===== src/rtl/alpaca_constants_pkg.sv =====
// Shared types, defaults and shift arithmetic for the oversampled-PFB phase compensator.
package alpaca_constants_pkg;

    typedef enum logic {FILLA, FILLB} phasecomp_state_t;

    localparam int unsigned DefaultWidth  = 16;
    localparam int unsigned DefaultFftLen = 32;
    localparam int unsigned DefaultDecFac = 24;

    // (s + d) mod m for s, d < m; one conditional subtract, no divider.
    function automatic int unsigned phasecomp_next_shift(input int unsigned s,
                                                         input int unsigned d,
                                                         input int unsigned m);
        int unsigned sum;
        sum = s + d;
        return (sum >= m) ? sum - m : sum;
    endfunction

endpackage


===== src/rtl/phasecomp_bank_ram.sv =====
// Two-bank sample store: one synchronous write port, one asynchronous read port.
module phasecomp_bank_ram #(
    parameter int unsigned DW = 32,
    parameter int unsigned M  = 32,
    parameter int unsigned AW = $clog2(M)
) (
    input  logic          clk,
    input  logic          i_we,
    input  logic          i_wbank,
    input  logic [AW-1:0] i_waddr,
    input  logic [DW-1:0] i_wdata,
    input  logic          i_rbank,
    input  logic [AW-1:0] i_raddr,
    output logic [DW-1:0] o_rdata
);

    localparam int unsigned FW   = AW + 1;
    localparam bit          Pow2 = (M == (1 << AW));

    logic [DW-1:0] r_mem [2*M];
    logic [FW-1:0] w_wfull;
    logic [FW-1:0] w_rfull;

    if (Pow2) begin : g_pow2
        assign w_wfull = {i_wbank, i_waddr};
        assign w_rfull = {i_rbank, i_raddr};
    end else begin : g_npow2
        assign w_wfull = i_wbank ? FW'(M) + {1'b0, i_waddr} : {1'b0, i_waddr};
        assign w_rfull = i_rbank ? FW'(M) + {1'b0, i_raddr} : {1'b0, i_raddr};
    end

    always_ff @(posedge clk) begin
        if (i_we) begin
            r_mem[w_wfull] <= i_wdata;
        end
    end

    assign o_rdata = r_mem[w_rfull];

endmodule


===== src/rtl/ospfb_phasecomp_pp.sv =====
// Ping-pong phase-compensation buffer: rotates each FFT_LEN frame by a shift advancing by DEC_FAC.
module ospfb_phasecomp_pp
    import alpaca_constants_pkg::*;
#(
    parameter int unsigned WIDTH   = DefaultWidth,
    parameter int unsigned FFT_LEN = DefaultFftLen,
    parameter int unsigned DEC_FAC = DefaultDecFac
) (
    input  logic                       clk,
    input  logic                       rst,
    input  logic [2*WIDTH-1:0]         s_axis_tdata,
    input  logic                       s_axis_tvalid,
    output logic                       s_axis_tready,
    input  logic                       s_axis_tlast,
    input  logic                       bypass,
    output logic [2*WIDTH-1:0]         m_axis_tdata,
    output logic                       m_axis_tvalid,
    input  logic                       m_axis_tready,
    output logic                       m_axis_tlast,
    output logic [$clog2(FFT_LEN)-1:0] frame_shift,
    output logic                       tlast_err
);

    localparam int unsigned SW = $clog2(FFT_LEN);
    localparam int unsigned DW = 2 * WIDTH;
    localparam logic [SW-1:0] LastIdx = SW'(FFT_LEN - 1);

    if (FFT_LEN < 2) begin : g_bad_len
        $error("ospfb_phasecomp_pp: FFT_LEN must be at least 2");
    end
    if (DEC_FAC == 0 || DEC_FAC >= FFT_LEN) begin : g_bad_dec
        $error("ospfb_phasecomp_pp: DEC_FAC must satisfy 0 < DEC_FAC < FFT_LEN");
    end

    phasecomp_state_t r_state, w_state_next;
    logic [1:0]       r_full, w_full_next;
    logic             r_rb;
    logic             r_byp;
    logic [SW-1:0]    r_wcnt;
    logic [SW-1:0]    r_rcnt;
    logic [SW-1:0]    r_shift;
    logic [DW-1:0]    r_tdata;
    logic             r_tvalid;
    logic             r_tlast;
    logic             r_tlast_err;

    logic             w_wb;
    logic             w_in_hs;
    logic             w_in_last;
    logic             w_byp;
    logic [SW-1:0]    w_waddr;
    logic             w_load;
    logic             w_rd_last;
    logic [DW-1:0]    w_rdata;

    assign w_wb          = (r_state == FILLB);
    assign s_axis_tready = !r_full[w_wb];
    assign w_in_hs       = s_axis_tvalid && s_axis_tready;
    assign w_in_last     = (r_wcnt == LastIdx);
    // Bypass for sample 0 must come straight from the port; later samples use the latched copy.
    assign w_byp         = (r_wcnt == '0) ? bypass : r_byp;
    assign w_waddr       = w_byp ? r_wcnt
                                 : SW'(phasecomp_next_shift(32'(r_wcnt), 32'(r_shift), FFT_LEN));

    assign w_load    = (!r_tvalid || m_axis_tready) && r_full[r_rb];
    assign w_rd_last = (r_rcnt == LastIdx);

    always_comb begin
        w_state_next = r_state;
        if (w_in_hs && w_in_last) begin
            w_state_next = (r_state == FILLA) ? FILLB : FILLA;
        end
    end

    // Writer and reader always own different banks, so set and clear never hit the same flag.
    always_comb begin
        w_full_next = r_full;
        if (w_in_hs && w_in_last) begin
            w_full_next[w_wb] = 1'b1;
        end
        if (w_load && w_rd_last) begin
            w_full_next[r_rb] = 1'b0;
        end
    end

    always_ff @(posedge clk) begin
        if (rst) begin
            r_state <= FILLA;
        end else begin
            r_state <= w_state_next;
        end
    end

    always_ff @(posedge clk) begin
        if (rst) begin
            r_full      <= '0;
            r_rb        <= 1'b0;
            r_byp       <= 1'b0;
            r_wcnt      <= '0;
            r_rcnt      <= '0;
            r_shift     <= '0;
            r_tdata     <= '0;
            r_tvalid    <= 1'b0;
            r_tlast     <= 1'b0;
            r_tlast_err <= 1'b0;
        end else begin
            r_full      <= w_full_next;
            r_tlast_err <= w_in_hs && (s_axis_tlast != w_in_last);

            if (w_in_hs) begin
                if (r_wcnt == '0) begin
                    r_byp <= bypass;
                end
                if (w_in_last) begin
                    r_wcnt  <= '0;
                    r_shift <= SW'(phasecomp_next_shift(32'(r_shift), DEC_FAC, FFT_LEN));
                end else begin
                    r_wcnt <= r_wcnt + 1'b1;
                end
            end

            if (w_load) begin
                r_tdata  <= w_rdata;
                r_tvalid <= 1'b1;
                r_tlast  <= w_rd_last;
                if (w_rd_last) begin
                    r_rcnt <= '0;
                    r_rb   <= !r_rb;
                end else begin
                    r_rcnt <= r_rcnt + 1'b1;
                end
            end else if (m_axis_tready) begin
                r_tvalid <= 1'b0;
                r_tlast  <= 1'b0;
            end
        end
    end

    phasecomp_bank_ram #(
        .DW (DW),
        .M  (FFT_LEN),
        .AW (SW)
    ) u_ram (
        .clk     (clk),
        .i_we    (w_in_hs),
        .i_wbank (w_wb),
        .i_waddr (w_waddr),
        .i_wdata (s_axis_tdata),
        .i_rbank (r_rb),
        .i_raddr (r_rcnt),
        .o_rdata (w_rdata)
    );

    assign m_axis_tdata  = r_tdata;
    assign m_axis_tvalid = r_tvalid;
    assign m_axis_tlast  = r_tlast;
    assign frame_shift   = r_shift;
    assign tlast_err     = r_tlast_err;

endmodule


===== config.mk =====
export PLATFORM = sky130hd
export DESIGN_NAME = ospfb_phasecomp_pp
export DESIGN_NICKNAME = d
export VERILOG_FILES = /design/src/rtl/alpaca_constants_pkg.sv /design/src/rtl/phasecomp_bank_ram.sv /design/src/rtl/ospfb_phasecomp_pp.sv
export SDC_FILE = /design/constraint.sdc
export NUM_CORES = 2
export LEC_CHECK = 0
export CORE_MARGIN = 5
export CORE_UTILIZATION = 30
export DETAILED_ROUTE_END_ITERATION = 16
export GPL_TIMING_DRIVEN = 0
export PLACE_DENSITY = 0.45
export SYNTH_ARGS = -nofsm -noshare
export SYNTH_HDL_FRONTEND = slang
export SYNTH_SLANG_ARGS = --single-unit

===== constraint.sdc =====
create_clock -name clk -period 3.8 [get_ports clk]
set_input_delay 0.57 -clock clk [delete_from_list [all_inputs] [get_ports clk]]
set_output_delay 0.57 -clock clk [all_outputs]
set_load 0.02 [all_outputs]

Word level (Yosys, flattened, before mapping):

Memory sizes are Yosys's and may differ from the RTL's. A register that Yosys moved wholly into a read port is not among the register bits.
Cells that the tools add are included.

* register bits after elaboration: 23
* bits in writable memories: 2048
* bits of input ports: 38
* output and inout port bits: 41
* memories: 1

* add/subtract/negate cells: 6
* magnitude comparators: 6
* equal/unequal tests: 3
* multiplexer cells: 22
* bitwise gates (word level): 3
* reduce and logical (&&, ||, !) cells: 15

Memories
* u_ram.r_mem: words 64, bits a word 32, rd ports 1, clocked after memory_dff 1, wr ports 1, RTL line phasecomp_bank_ram.sv:20 `logic [DW-1:0] r_mem [2*M];`

Operator list (number)
* $mux 5: 5
* $mux 1: 13
* $ge 6x6->1 const B: 2
* $add 5x1->5 const B: 2
* $eq 5x5->1 const B: 2
* $sub 5x1->5 const B: 2
* $logic_and 1x1->1: 7
* $add 5x5->6: 1
* $add 5x5->6 const B: 1
* $logic_not 5->1: 1
* $lt 1x2->1 const B: 2
* $mux 2: 2
* $reduce_and 2->1: 2
* $logic_not 1->1: 3
* $and 2x2->2: 1
* $demux 1 s1: 2
* $ge 1x1->1 const B: 2
* $not 2->2: 1
* $or 2x2->2: 1
* $reduce_bool 2->1: 1
* $logic_or 1x1->1: 1
* $ne 1x1->1: 1

Longest topological paths before layout:

* word-level depth: 8
* mapped depth: 11
* mapped depth without buffers: 8

Cells and area by module:

From an unflattened synthesis, not the netlist that was laid out.

* cell total of the unflattened synthesis: 3558
* area, all modules: 80139.4 sq um

Modules (own cells, without submodules)
* phasecomp_bank_ram: instances 1, cells each 3292, area an instance 77874.7 sq um
* ospfb_phasecomp_pp: instances 1, cells each 266, area an instance 2264.7 sq um

Worst setup path before layout:

OpenSTA, ideal clock, no wires.

* path kind: reg2reg
* from: reg r_wcnt[0]
* to: mem u_ram.r_mem[39][0] (enable)
* data arrival time: 3.330 ns
* path slack: 0.049 ns
* cell stages (with the launch flop): 9
* clock period less this slack: 3.751 ns
* cell sequence: dfxtp_1 -> clkbuf_1 -> inv_1 -> ha_1 -> nor4b_1 -> mux2i_1 -> mux2i_1 -> nand3_1 -> nor2_1

* cells in the longest elaborated chain, start to end: 4

RTL lines
* start, declared: RTL line ospfb_phasecomp_pp.sv:39 `logic [SW-1:0] r_wcnt;`
* start signal, assigned: RTL line ospfb_phasecomp_pp.sv:118 `r_wcnt <= r_wcnt + 1'b1;`
* $add 5x5->6: RTL line alpaca_constants_pkg.sv:15 `sum = s + d;`
* $sub 5x1->5 / $ge 6x6->1 (equally long branches): RTL line alpaca_constants_pkg.sv:16 `return (sum >= m) ? sum - m : sum;`
* $mux 5: RTL line alpaca_constants_pkg.sv:16
* $mux 5 (*): RTL line ospfb_phasecomp_pp.sv:62 `assign w_waddr = w_byp ? r_wcnt`
* end, declared: RTL line phasecomp_bank_ram.sv:20

Mark *: on every way between the ends. The rest lies on a longest branch, timed or not.

Worst setup path in the final report:

* from: reg r_rb
* to: reg r_tdata[14] (netlist: m_axis_tdata[14]), read port of u_ram.r_mem

* cells in the longest elaborated chain, start to end: 3

RTL lines
* start, declared: RTL line ospfb_phasecomp_pp.sv:37 `logic r_rb;`
* start signal, assigned: RTL line ospfb_phasecomp_pp.sv:128 `r_rb <= !r_rb;`
* $mux 1 (implied by the code) (2 in a row): RTL line ospfb_phasecomp_pp.sv:65 `assign w_load = (!r_tvalid || m_axis_tready) && r_full[r_rb];`
* $logic_and 1x1->1: RTL line ospfb_phasecomp_pp.sv:65
* end, declared: RTL line ospfb_phasecomp_pp.sv:42 `logic [DW-1:0] r_tdata;`

Parallel ways exist; a longest one is shown, timed or not. The select of a mux whose other input is x is not followed.
A chain may end at the register's enable or synchronous reset.

==> run metrics <==
RSZ-0062 raised after global routing=yes; clk sinks=2100; Rel. slew slack=6.76%; Syn Std Cell Area=approximately 0.08 mm^2; total grt overflow=0; Synth Area per Inst=21.8 um^2; Synth Warn #=0; Tmin final=roughly 3900 ps; placed cell count=approximately 7400; crit path to=m_axis_tdata[14]; most common cell after layout, fill and taps aside=edfxtp_1; Die Y=527 um; # rows=approximately 190; Leak=29.2 nW; Reg-to-Reg End=m_axis_tdata[14]; peak supply drop=approximately 0.5 mV; GRT Overall Usage=around 22%; CTS tree=built; DR DRC count=0; max-cap viol count=0; final worst slack=-58.5 ps; commonest cells after routing, fill and taps aside=2048 x edfxtp_1, 461 x mux4_2, 216 x clkbuf_16; Initial Util=30.2%; first-pass iteration count of the detailed router=6; H-tree Lvls=4; clock buffer depth=3; run status=complete, but fails checks; final cycle utilization of the critical path=102%; Setup Viol. Count Final=2; Max Clk Rate=between 200 and 300 MHz; CTS clk-pin slew, worst paths=~60 ps; worst reg2reg setup slack=-60 ps; Worst Path Arrival=4620 ps; Cells on Worst Hold Path=1; ys async rst share=0%; Pins Over Slew Limit=0; sequential cell area fraction in the yosys report=between 70% and 80%; die width=527 um; critical path endpoint category=flop; CORE AREA=around 0.27 mm^2; PD cells=about 480 mW/mm^2; type of the tightest min-delay check=in2reg; post-synth cell types=67; final WL=~320000 um; Clock Latency Late Sink=roughly 870 ps; drt initial violations=just under 7000; Port Buffers=74; Min Hold Slack=73.8 ps; first-pass GRT wire length=415000 um; initial antenna violation count=27; number of synthesized flops with an enable pin=2048; DRT antenna net count=0; Worst Path Class, Setup=reg2reg; nets@finish=roughly 4300; Top FF cell, synth=edfxtp_1; I/O pin count=a little under 80; Num CTS Buffers=212; Die ar.=~0.28 mm^2; CP Max Fanout=7; Vias per Instance=between 5 and 6; largest net degree at the start of global routing=around 60; Finished Layout Cells=7948; WL per Instance=40.2 um; Worst setup SP type=flop; Worst EP required=around 4600 ps; failing checks=negative setup slack; area growth from synthesis to layout=20.7%; CP Launch Point=r_rb; Synth Instances=3682; worst-margin pin slew=between 1000 and 1500 ps; DP Wirelength=220000 um; clk_skew=52.9 ps; root buffer cell=clkbuf_16; routed via count=roughly 44000; Final GP Congestion=approximately 0.86; R2R Path Start=r_rb; Final Hold Viols=0; layout cell share with drive strength beyond 1=29.8%; vias in the first global route=roughly 43000; number of cells on the worst reg-to-reg path=7; Seq cells post-synth=2100
## cell type report
class | count | area, um^2
multi-input cells | 1380 | 17100
inverters | 8 | 30.0
flip-flops and latches | 2100 | 62500
clock inverters | 102 | 633
clock buffers | 292 | 5780
repair buffers | 325 | 4870
well taps | 3533 | 4420
plain buffers | 192 | 1310
diodes | 16 | 40.0
fillers | 24300 | 169000
## through the flow
step                util (%)  setup WS [ps]  TNS [ps]  power (mW)  instance area (um^2)
finish                  36.4          -58.5     -63.4        46.0                 96700
detailed placement      33.5          -1510   -356770        26.6                 88900
CTS                     36.3          -74.9     -1130        46.3                 96400
floorplan                  -           48.9         0        26.1                 80100
global route            36.4          -54.1      -334        47.2                 96700
global placement        32.1          -4260  -7027240        26.6                 85300
## cell usage after synthesis (all sizes together), types with 5 or more instances
cell | n | share of area, %
edfxtp | 2048 | 77
mux4 | 461 | 13
buf | 149 | 1.3
mux2i | 136 | 1.7
nor2 | 134 | 0.63
nand2 | 81 | 0.38
a22oi | 74 | 0.69
a21oi | 69 | 0.44
nand3 | 61 | 0.38
dfxtp | 52 | 1.3
o21ai | 51 | 0.32
o22ai | 49 | 0.38
clkbuf | 47 | 0.22
nor3 | 31 | 0.19
mux2 | 20 | 0.28
nand4 | 19 | 0.15
o221ai | 18 | 0.20
a31oi | 13 | 0.10
or4 | 13 | 0.12
and3 | 12 | 0.094
a221oi | 10 | 0.11
nand2b | 10 | 0.078
a211oi | 9 | 0.084
a22o | 9 | 0.098
a32oi | 9 | 0.098
inv | 8 | 0.037
o211ai | 8 | 0.075
ha | 6 | 0.094
xor2 | 6 | 0.066
and2 | 5 | 0.039
nor4 | 5 | 0.039
or3 | 5 | 0.039
## state kept, by name, summed over array words and instances, names as in the netlist
register and count:
u_ram.r_mem 2048, m_axis_tdata 32, r_rcnt 5, r_wcnt 5, frame_shift 2, r_full 2, m_axis_tlast 1, m_axis_tvalid 1
r_byp 1, r_rb 1, r_state 1, tlast_err 1
## worst min path at each step
stage          slack [ps]        startpoint                   to
2_1_floorplan         470         r_rcnt[4]            r_rcnt[4]
3_3_place_gp          490             r_byp                r_byp
3_5_place_dp          500             r_byp                r_byp
4_1_cts                20  s_axis_tdata[13]  u_ram.r_mem[36][13]
5_1_grt                50  s_axis_tdata[13]  u_ram.r_mem[36][13]
6_report               70  s_axis_tdata[13]  u_ram.r_mem[36][13]
## report_power, final
group | internal [mW] | switching, mW | leakage, nW
registers | 25.4 | 0.0134 | 18.8
clock network | 10.9 | 8.99 | 3.12
logic | 0.153 | 0.538 | 7.27
## per-layer routing
| layer | GRT usage, % | up-vias | part of all wire (%) |
|---|---|---|---|
| met3 | 4.79 | 470 | 9.1 |
| met5 | 0 | - | 0.0085 |
| met4 | 7.81 | 4 | 3.9 |
| li1 | - | 16700 | - |
| met1 | 32.3 | 24700 | 43 |
| met2 | 33.8 | 2638 | 45 |
## cell families (layout without fill, tap and decap cells)
family / Yosys count / count (layout) / share of synthesized area (%)
compound gates: 350 / 350 / 2.95
other cells: 1 / 19 / 0.00468
simple gates: 396 / 396 / 2.33
flops: 2100 / 2100 / 78.1
xor+xnor: 8 / 8 / 0.0875
mux: 617 / 617 / 14.9
buf+inv: 204 / 919 / 1.54
fa+ha+maj: 6 / 6 / 0.0937
## timing repair
action | CTS | global route
setup endpoints to repair | 1420 | 1594
hold buffers | 2 | 0
setup buffers | 76 | 15
endpoints found under the hold margin | 12 | 0
pin swaps | 31 | 7
resized for setup | 62 | 31
## critical path, stage by stage (launching register included)
cell,delay [ps]
dfxtp_1,530
and2_1,180
clkbuf_1,220
nand3_1,930
nor3_1,1290
nand2_1,120
o2111a_1,240
nand4_1,220
Note: power is estimated with default switching activity, not from simulation.
